File: src/rtl/seq_detector_mealy_param_if.sv
// Serial-stream, pattern-load and status signals of the parametrised Mealy sequence detector.
// The master modport drives the stream and the pattern; the slave modport is the detector.
interface seq_detector_mealy_param_if #(
    parameter int unsigned SEQ_LEN = 4,
    parameter int unsigned CNT_W   = 8
);
    logic               in_valid;
    logic               in_bit;
    logic [SEQ_LEN-1:0] pattern;
    logic               pattern_load;
    logic               overlap_en;
    logic               det;
    logic [CNT_W-1:0]   match_count;
    logic [1:0]         state;

    modport master (
        output in_valid, in_bit, pattern, pattern_load, overlap_en,
        input  det, match_count, state
    );

    modport slave (
        input  in_valid, in_bit, pattern, pattern_load, overlap_en,
        output det, match_count, state
    );
endinterface

File: src/rtl/seq_detector_mealy_param.sv
// Mealy serial-pattern detector: window compare of the last SEQ_LEN accepted bits against a
// loadable pattern, with overlapping or non-overlapping detection and a saturating match counter.
module seq_detector_mealy_param #(
    parameter int unsigned           SEQ_LEN     = 4,
    parameter logic [SEQ_LEN-1:0]    DEFAULT_PAT = 4'b1011,
    parameter int unsigned           CNT_W       = 8
) (
    input logic                     clk,
    input logic                     rst,
    seq_detector_mealy_param_if.slave bus
);
    localparam int unsigned    FW       = $clog2(SEQ_LEN);
    localparam logic [FW-1:0]  FILL_MAX = FW'(SEQ_LEN - 1);

    localparam logic [1:0] IDLE  = 2'd0;
    localparam logic [1:0] FILL  = 2'd1;
    localparam logic [1:0] ARMED = 2'd2;

    logic [SEQ_LEN-1:0] pat_reg, pat_nxt;
    logic [SEQ_LEN-2:0] hist_q, hist_nxt;
    logic [FW-1:0]      fill_q, fill_nxt;
    logic [CNT_W-1:0]   cnt_q, cnt_nxt;
    logic [1:0]         state_q, state_nxt;
    logic [SEQ_LEN-1:0] window;
    logic               det_w;

    // Newest bit sits at the LSB, so the window lines up with pattern[0] as the last bit.
    assign window = {hist_q, bus.in_bit};
    assign det_w  = bus.in_valid & ~bus.pattern_load & ~rst &
                    (state_q == ARMED) & (window == pat_reg);

    always_comb begin
        pat_nxt  = pat_reg;
        hist_nxt = hist_q;
        fill_nxt = fill_q;
        cnt_nxt  = cnt_q;
        if (bus.pattern_load) begin
            pat_nxt  = bus.pattern;
            hist_nxt = '0;
            fill_nxt = '0;
        end else if (bus.in_valid) begin
            if (det_w) begin
                if (cnt_q != '1)
                    cnt_nxt = cnt_q + 1'b1;
                if (bus.overlap_en) begin
                    hist_nxt = window[SEQ_LEN-2:0];
                end else begin
                    hist_nxt = '0;
                    fill_nxt = '0;
                end
            end else begin
                hist_nxt = window[SEQ_LEN-2:0];
                if (fill_q != FILL_MAX)
                    fill_nxt = fill_q + 1'b1;
            end
        end

        if (fill_nxt == '0)
            state_nxt = IDLE;
        else if (fill_nxt == FILL_MAX)
            state_nxt = ARMED;
        else
            state_nxt = FILL;
    end

    always_ff @(posedge clk or posedge rst) begin
        if (rst) begin
            pat_reg <= DEFAULT_PAT;
            hist_q  <= '0;
            fill_q  <= '0;
            cnt_q   <= '0;
            state_q <= IDLE;
        end else begin
            pat_reg <= pat_nxt;
            hist_q  <= hist_nxt;
            fill_q  <= fill_nxt;
            cnt_q   <= cnt_nxt;
            state_q <= state_nxt;
        end
    end

    assign bus.det         = det_w;
    assign bus.match_count = cnt_q;
    assign bus.state       = state_q;
endmodule

File: src/flat_wrapper.sv
// flat-port wrapper written by rule: the top's interface ports become plain ports
module seq_detector_mealy_param_flat 
#(
    parameter int unsigned           SEQ_LEN     = 4,
    parameter logic [SEQ_LEN-1:0]    DEFAULT_PAT = 4'b1011,
    parameter int unsigned           CNT_W       = 8
)
  (clk, rst, bus_in_valid, bus_in_bit, bus_pattern, bus_pattern_load, bus_overlap_en, bus_det, bus_match_count, bus_state);
  seq_detector_mealy_param_if #(.SEQ_LEN(SEQ_LEN), .CNT_W(CNT_W)) bus_i ();
  input logic clk;
  input logic rst;
  input wire logic [$bits(bus_i.in_valid)-1:0] bus_in_valid;
  input wire logic [$bits(bus_i.in_bit)-1:0] bus_in_bit;
  input wire logic [$bits(bus_i.pattern)-1:0] bus_pattern;
  input wire logic [$bits(bus_i.pattern_load)-1:0] bus_pattern_load;
  input wire logic [$bits(bus_i.overlap_en)-1:0] bus_overlap_en;
  output wire logic [$bits(bus_i.det)-1:0] bus_det;
  output wire logic [$bits(bus_i.match_count)-1:0] bus_match_count;
  output wire logic [$bits(bus_i.state)-1:0] bus_state;
  assign bus_i.in_valid = bus_in_valid;
  assign bus_i.in_bit = bus_in_bit;
  assign bus_i.pattern = bus_pattern;
  assign bus_i.pattern_load = bus_pattern_load;
  assign bus_i.overlap_en = bus_overlap_en;
  assign bus_det = bus_i.det;
  assign bus_match_count = bus_i.match_count;
  assign bus_state = bus_i.state;
  seq_detector_mealy_param #(.SEQ_LEN(SEQ_LEN), .DEFAULT_PAT(DEFAULT_PAT), .CNT_W(CNT_W)) u_core (.clk(clk), .rst(rst), .bus(bus_i));
endmodule
File: config.mk
export PLATFORM = sky130hd
export DESIGN_NAME = seq_detector_mealy_param_flat
export DESIGN_NICKNAME = d
export VERILOG_FILES = /design/src/rtl/seq_detector_mealy_param_if.sv /design/src/rtl/seq_detector_mealy_param.sv /design/src/flat_wrapper.sv
export SDC_FILE = /design/constraint.sdc
export NUM_CORES = 1
export LEC_CHECK = 0
export ABC_AREA = 1
export BUFFER_PORTS_ARGS = -buffer_cell sky130_fd_sc_hd__buf_4
export CAP_MARGIN = 0
export CORE_MARGIN = 4
export CORE_UTILIZATION = 55
export CTS_BUF_LIST = sky130_fd_sc_hd__clkbuf_4
export DETAILED_ROUTE_END_ITERATION = 10
export PLACE_DENSITY = 0.79
export SKIP_CTS_REPAIR_TIMING = 1
export SLEW_MARGIN = 25
export SYNTH_ARGS = -nofsm -noshare
export SYNTH_HDL_FRONTEND = slang
export SYNTH_SLANG_ARGS = --single-unit
File: constraint.sdc
create_clock -name clk -period 4.25 [get_ports clk]
set_clock_uncertainty 0.2 [all_clocks]
set_input_delay 1.0625 -clock clk [delete_from_list [all_inputs] [get_ports clk]]
set_output_delay 1.0625 -clock clk [all_outputs]
set_load 0.005 [all_outputs]
* Yosys cells after proc, flatten, opt, wreduce, memory -nomap -nowiden
Index checks and enable logic that the tools add are counted.
W data, S select, Z words.
** Storage, ports and cells
- Register bits after elaboration :: 19
- Bits of input ports :: 10
- Output and inout bits :: 11
** Operators by class
- Add/subtract/negate cells :: 2
- Eq/ne operators :: 5
- Muxes and demuxes :: 11
- Bitwise gates (word level) :: 6
- Reductions and logical operators :: 3
** Operators by type and width (count)
- $mux W2 :: 7
- $mux W3 :: 4
- $add A8 B1 Y8 const B :: 1
- $ne A8 B8 Y1 const B :: 1
- $and A1 B1 Y1 :: 4
- $eq A2 B2 Y1 const B :: 2
- $eq A4 B4 Y1 :: 1
- $reduce_and A4 Y1 :: 1
- $add A2 B1 Y2 const B :: 1
- $logic_not A2 Y1 :: 1
- $ne A2 B2 Y1 const B :: 1
- $not A1 Y1 :: 2
- $reduce_bool A2 Y1 :: 1

* Longest topological paths before layout
- Depth in word-level cells :: 11
- Mapped depth :: 9
- Gate-level depth less buffers :: 9

* Worst setup path before layout
Ideal clock, no wire load.
- Kind :: input-to-output
- Start point :: in rst
- End point :: out bus_det
- Data arrival time :: 2145 ps
- Required time :: 2988 ps
- Path slack :: 842 ps
- Cell stages on the path :: 5
- Path through :: inv_1 > nand3_1 > nor2_4 > nand3_4 > inv_1
** On the way
- Word-level cells in the longest chain between the ends :: 4
** Ends and longest elaborated chain
- start, declared :: line flat_wrapper.sv:11 : input logic rst;
- $not A1 Y1 :: line seq_detector_mealy_param.sv:29 : assign det_w = bus.in_valid & ~bus.pattern_load & ~rst &
- $and A1 B1 Y1 (2 in a row) :: line seq_detector_mealy_param.sv:29
- $and A1 B1 Y1 :: line seq_detector_mealy_param.sv:30 : (state_q == ARMED) & (window == pat_reg);
- end, declared :: line flat_wrapper.sv:17 : output wire logic [$bits(bus_i.det)-1:0] bus_det;
No other way between the ends.

* Final worst setup path
- Start point :: in bus_pattern_load
- End point :: out bus_det
** On the way
- Word-level cells in the longest chain between the ends :: 5
** Ends and longest elaborated chain
- start, declared :: line flat_wrapper.sv:15 : input wire logic [$bits(bus_i.pattern_load)-1:0] bus_pattern_load;
- $not A1 Y1 (no source line)
- $and A1 B1 Y1 (3 in a row) :: line seq_detector_mealy_param.sv:29
- $and A1 B1 Y1 :: line seq_detector_mealy_param.sv:30
No other way between the ends.

==> flow_summary.json <==
{
  "n_antenna_cell": 0,
  "p_sw_frac": 0.266,
  "synthesis.nets": 153,
  "viasPerCell": 4.91,
  "power_frac_comb": 0.149,
  "rsz0062_at_grt": "no",
  "die_w_um": 54.0,
  "cts-root-buf": "clkbuf_4",
  "pwr-share-seq": 0.571,
  "slew_headroom": 0.797,
  "ir_drop_v": 0.000209,
  "ys_seq_area_frac": 0.412,
  "worstMarginPinSlew_ps": 303,
  "cts_buffer_depth": 2,
  "ys_types": 24,
  "path_cells": "buf_4 -> nor2_8 -> nand2_4 -> nor2_4 -> nand3_4 -> inv_1 -> buf_4",
  "drcViolationCount": 0,
  "gp_congestion": 0.801,
  "slowest_delay_ps": 190,
  "finalWirelength_um": 2250,
  "powerDensity_mw_per_mm2": 250,
  "cts_buffers": 3,
  "finalCritPeriodShare": 0.748,
  "grt_max_degree": 21,
  "worstPathMaxFanout": 11,
  "intPower_uw": 253,
  "clockPowerShare": 0.280,
  "syn_area_per_cell_um2": 8.24,
  "grt_pass1_wl_um": 4040,
  "track_usage": 0.196,
  "crit_family": "simple AND/OR/NAND/NOR gates",
  "synth_cells": 141,
  "post-route-min-period_ps": 3180,
  "design_area_mm2": 0.00138,
  "ant_nets": 0,
  "synth_area_mm2": 0.00116,
  "core_area_mm2": 0.00198,
  "status": "finished, final reports clean",
  "clock_latency_ps": 290,
  "final_layout_size_suffix_gt1_frac": 0.321,
  "dp_hpwl_um": 1800,
  "htreeDepth": 1,
  "first_iter_violations": 9,
  "grt-ovfl-total": 0,
  "antenna_found_initial": 0,
  "cts_tree": "built",
  "placementRows": 16,
  "largest_register_ffs": 8,
  "startpoint_type": "input pin",
  "clkTransAtPathRegs_ps": 100,
  "layout_commonest_cell": "nand2_1",
  "critPathBufInv": 3,
  "required_ps": 2990,
  "die_h_um": 54.0,
  "dr.pass1.iters": 4,
  "fillers": 168,
  "layout_common_cells": "51 x nand2_1, 21 x buf_4, 16 x dfrtp_1",
  "hold_path_class": "flop to flop",
  "io_pins": 21,
  "cp_slowest_cell": "nor2_8",
  "drt-wirelength-per-cell_um": 11.7,
  "via_count": 943,
  "area_delta_synth_final_pct": 18.6,
  "ys_seq_elements": 19,
  "grt_pass1_vias": 927,
  "leakagePower_uw": 0.000732,
  "cts.sinks": 19,
  "place_area_mm2": 0.00135,
  "io_buffers": 20,
  "start_util": 0.586,
  "power_switching_uw": 91.5,
  "setup_viol": 0,
  "critPathCaptureType": "primary output",
  "fp.dieArea_mm2": 0.00291,
  "finalHoldViolations": 0,
  "max_freq_ghz": 0.314,
  "drv_slew": 0,
  "worstPathArrival_ps": 1920,
  "yosys_warnings": 0,
  "crit_type": "input pin to primary output",
  "fin_nets": 178,
  "setup-tns-final_ps": 0,
  "crit_path_frequent_cell": "buf_4",
  "drv_cap": 0
}
==> synth_stat cells <==
library cell   n  area (um2)
xnor2_1        1        8.76
nor2_8         2        40.0
nor2_4         4        45.0
nand2_4        2        22.5
xor2_1         3        26.3
nand3_4        2        35.0
dfrtp_1       16         400
nand2_2        4        25.0
inv_2          4        15.0
or2_2          1        6.26
nand3b_1       2        15.0
o21ai_2        3        26.3
inv_1         13        48.8
nor2_2         2        12.5
nor2_1         6        22.5
a21oi_1        3        15.0
nand2_1       51         191
ha_1           2        25.0
nand3_1       10        50.1
dfstp_2        3        78.8
buf_2          1        5.00
o21ai_0        4        20.0
nand4_4        1        21.3
nand4_1        1        6.26
==> metrics by stage <==
stage | worst slack (ps) | total power [uW] | instances | utilization | hold slack [ps]
after floorplan | 842 | 233 | 141 | - | 264
after CTS | 1070 | 350 | 192 | 0.696 | 300
after global routing | 990 | 365 | 192 | 0.696 | 319
final | 1070 | 345 | 192 | 0.696 | 296
after global placement | 1100 | 250 | 188 | 0.681 | 283
after detailed placement | 1080 | 252 | 188 | 0.681 | 284
==> path summary, 6_finish.rpt <==
| check | endpoint | start | slack (ps) | cells past startpoint |
|---|---|---|---|---|
| min in group asynchronous | u_core.fill_q[0] | rst | 620 | 3 |
| setup reg to reg | u_core.bus.state[0] | u_core.pat_reg[1] | 2400 | 9 |
| max in group asynchronous | u_core.pat_reg[1] | rst | 2960 | 3 |
| hold / removal | u_core.pat_reg[3] | u_core.pat_reg[3] | 300 | 2 |
| hold reg to reg | u_core.pat_reg[3] | u_core.pat_reg[3] | 300 | 2 |
| setup / recovery | bus_det | bus_pattern_load | 1070 | 7 |
==> tightest hold or removal path, delay by kind of cell (launching register included) <==
| family | cells | cell delay, ps |
|---|---|---|
| flip-flops | 1 | 400 |
| AO/OA/AOI/OAI | 1 | 60 |
| buffers and inverters | 1 | 50 |
==> kinds of logic after synthesis <==
kind of cell | Yosys count | synth area share
AND/OR/NAND/NOR | 88 | 0.424
adder cells (fa/ha/maj) | 2 | 0.0215
buffers and inverters | 18 | 0.0592
XOR/XNOR | 4 | 0.0301
AO/OA/AOI/OAI | 10 | 0.0527
flip-flops | 19 | 0.412
==> power by group through the flow <==
stage | Clock, uW | Combinational [uW] | Sequential, uW
2_1_floorplan | 0 | 34.2 | 198
3_3_place_gp | 0 | 50.3 | 199
3_5_place_dp | 0 | 52.2 | 200
4_1_cts | 101 | 52.3 | 197
5_1_grt | 109 | 57.8 | 198
6_report | 96.6 | 51.4 | 197
==> area by class of cell <==
cell class	count	area, um2	area share
clock buffer	4	30.0	0.0218
inverter	17	63.8	0.0463
sequential	19	479	0.348
timing repair buffer	21	158	0.114
multi-input combinational	104	614	0.446
tap	27	33.8	0.0245
==> layer usage <==
metal / vias to the layer above / global-route usage / part of all wire
li1: 490 / - / -
met1: 435 / 0.252 / 0.46
met2: 16 / 0.329 / 0.50
met3: 2 / 0.0499 / 0.040
met4: 0 / 0.0498 / 0.0044
met5: - / 0 / 0
No activity file was read; power rests on OpenSTA's default activity.
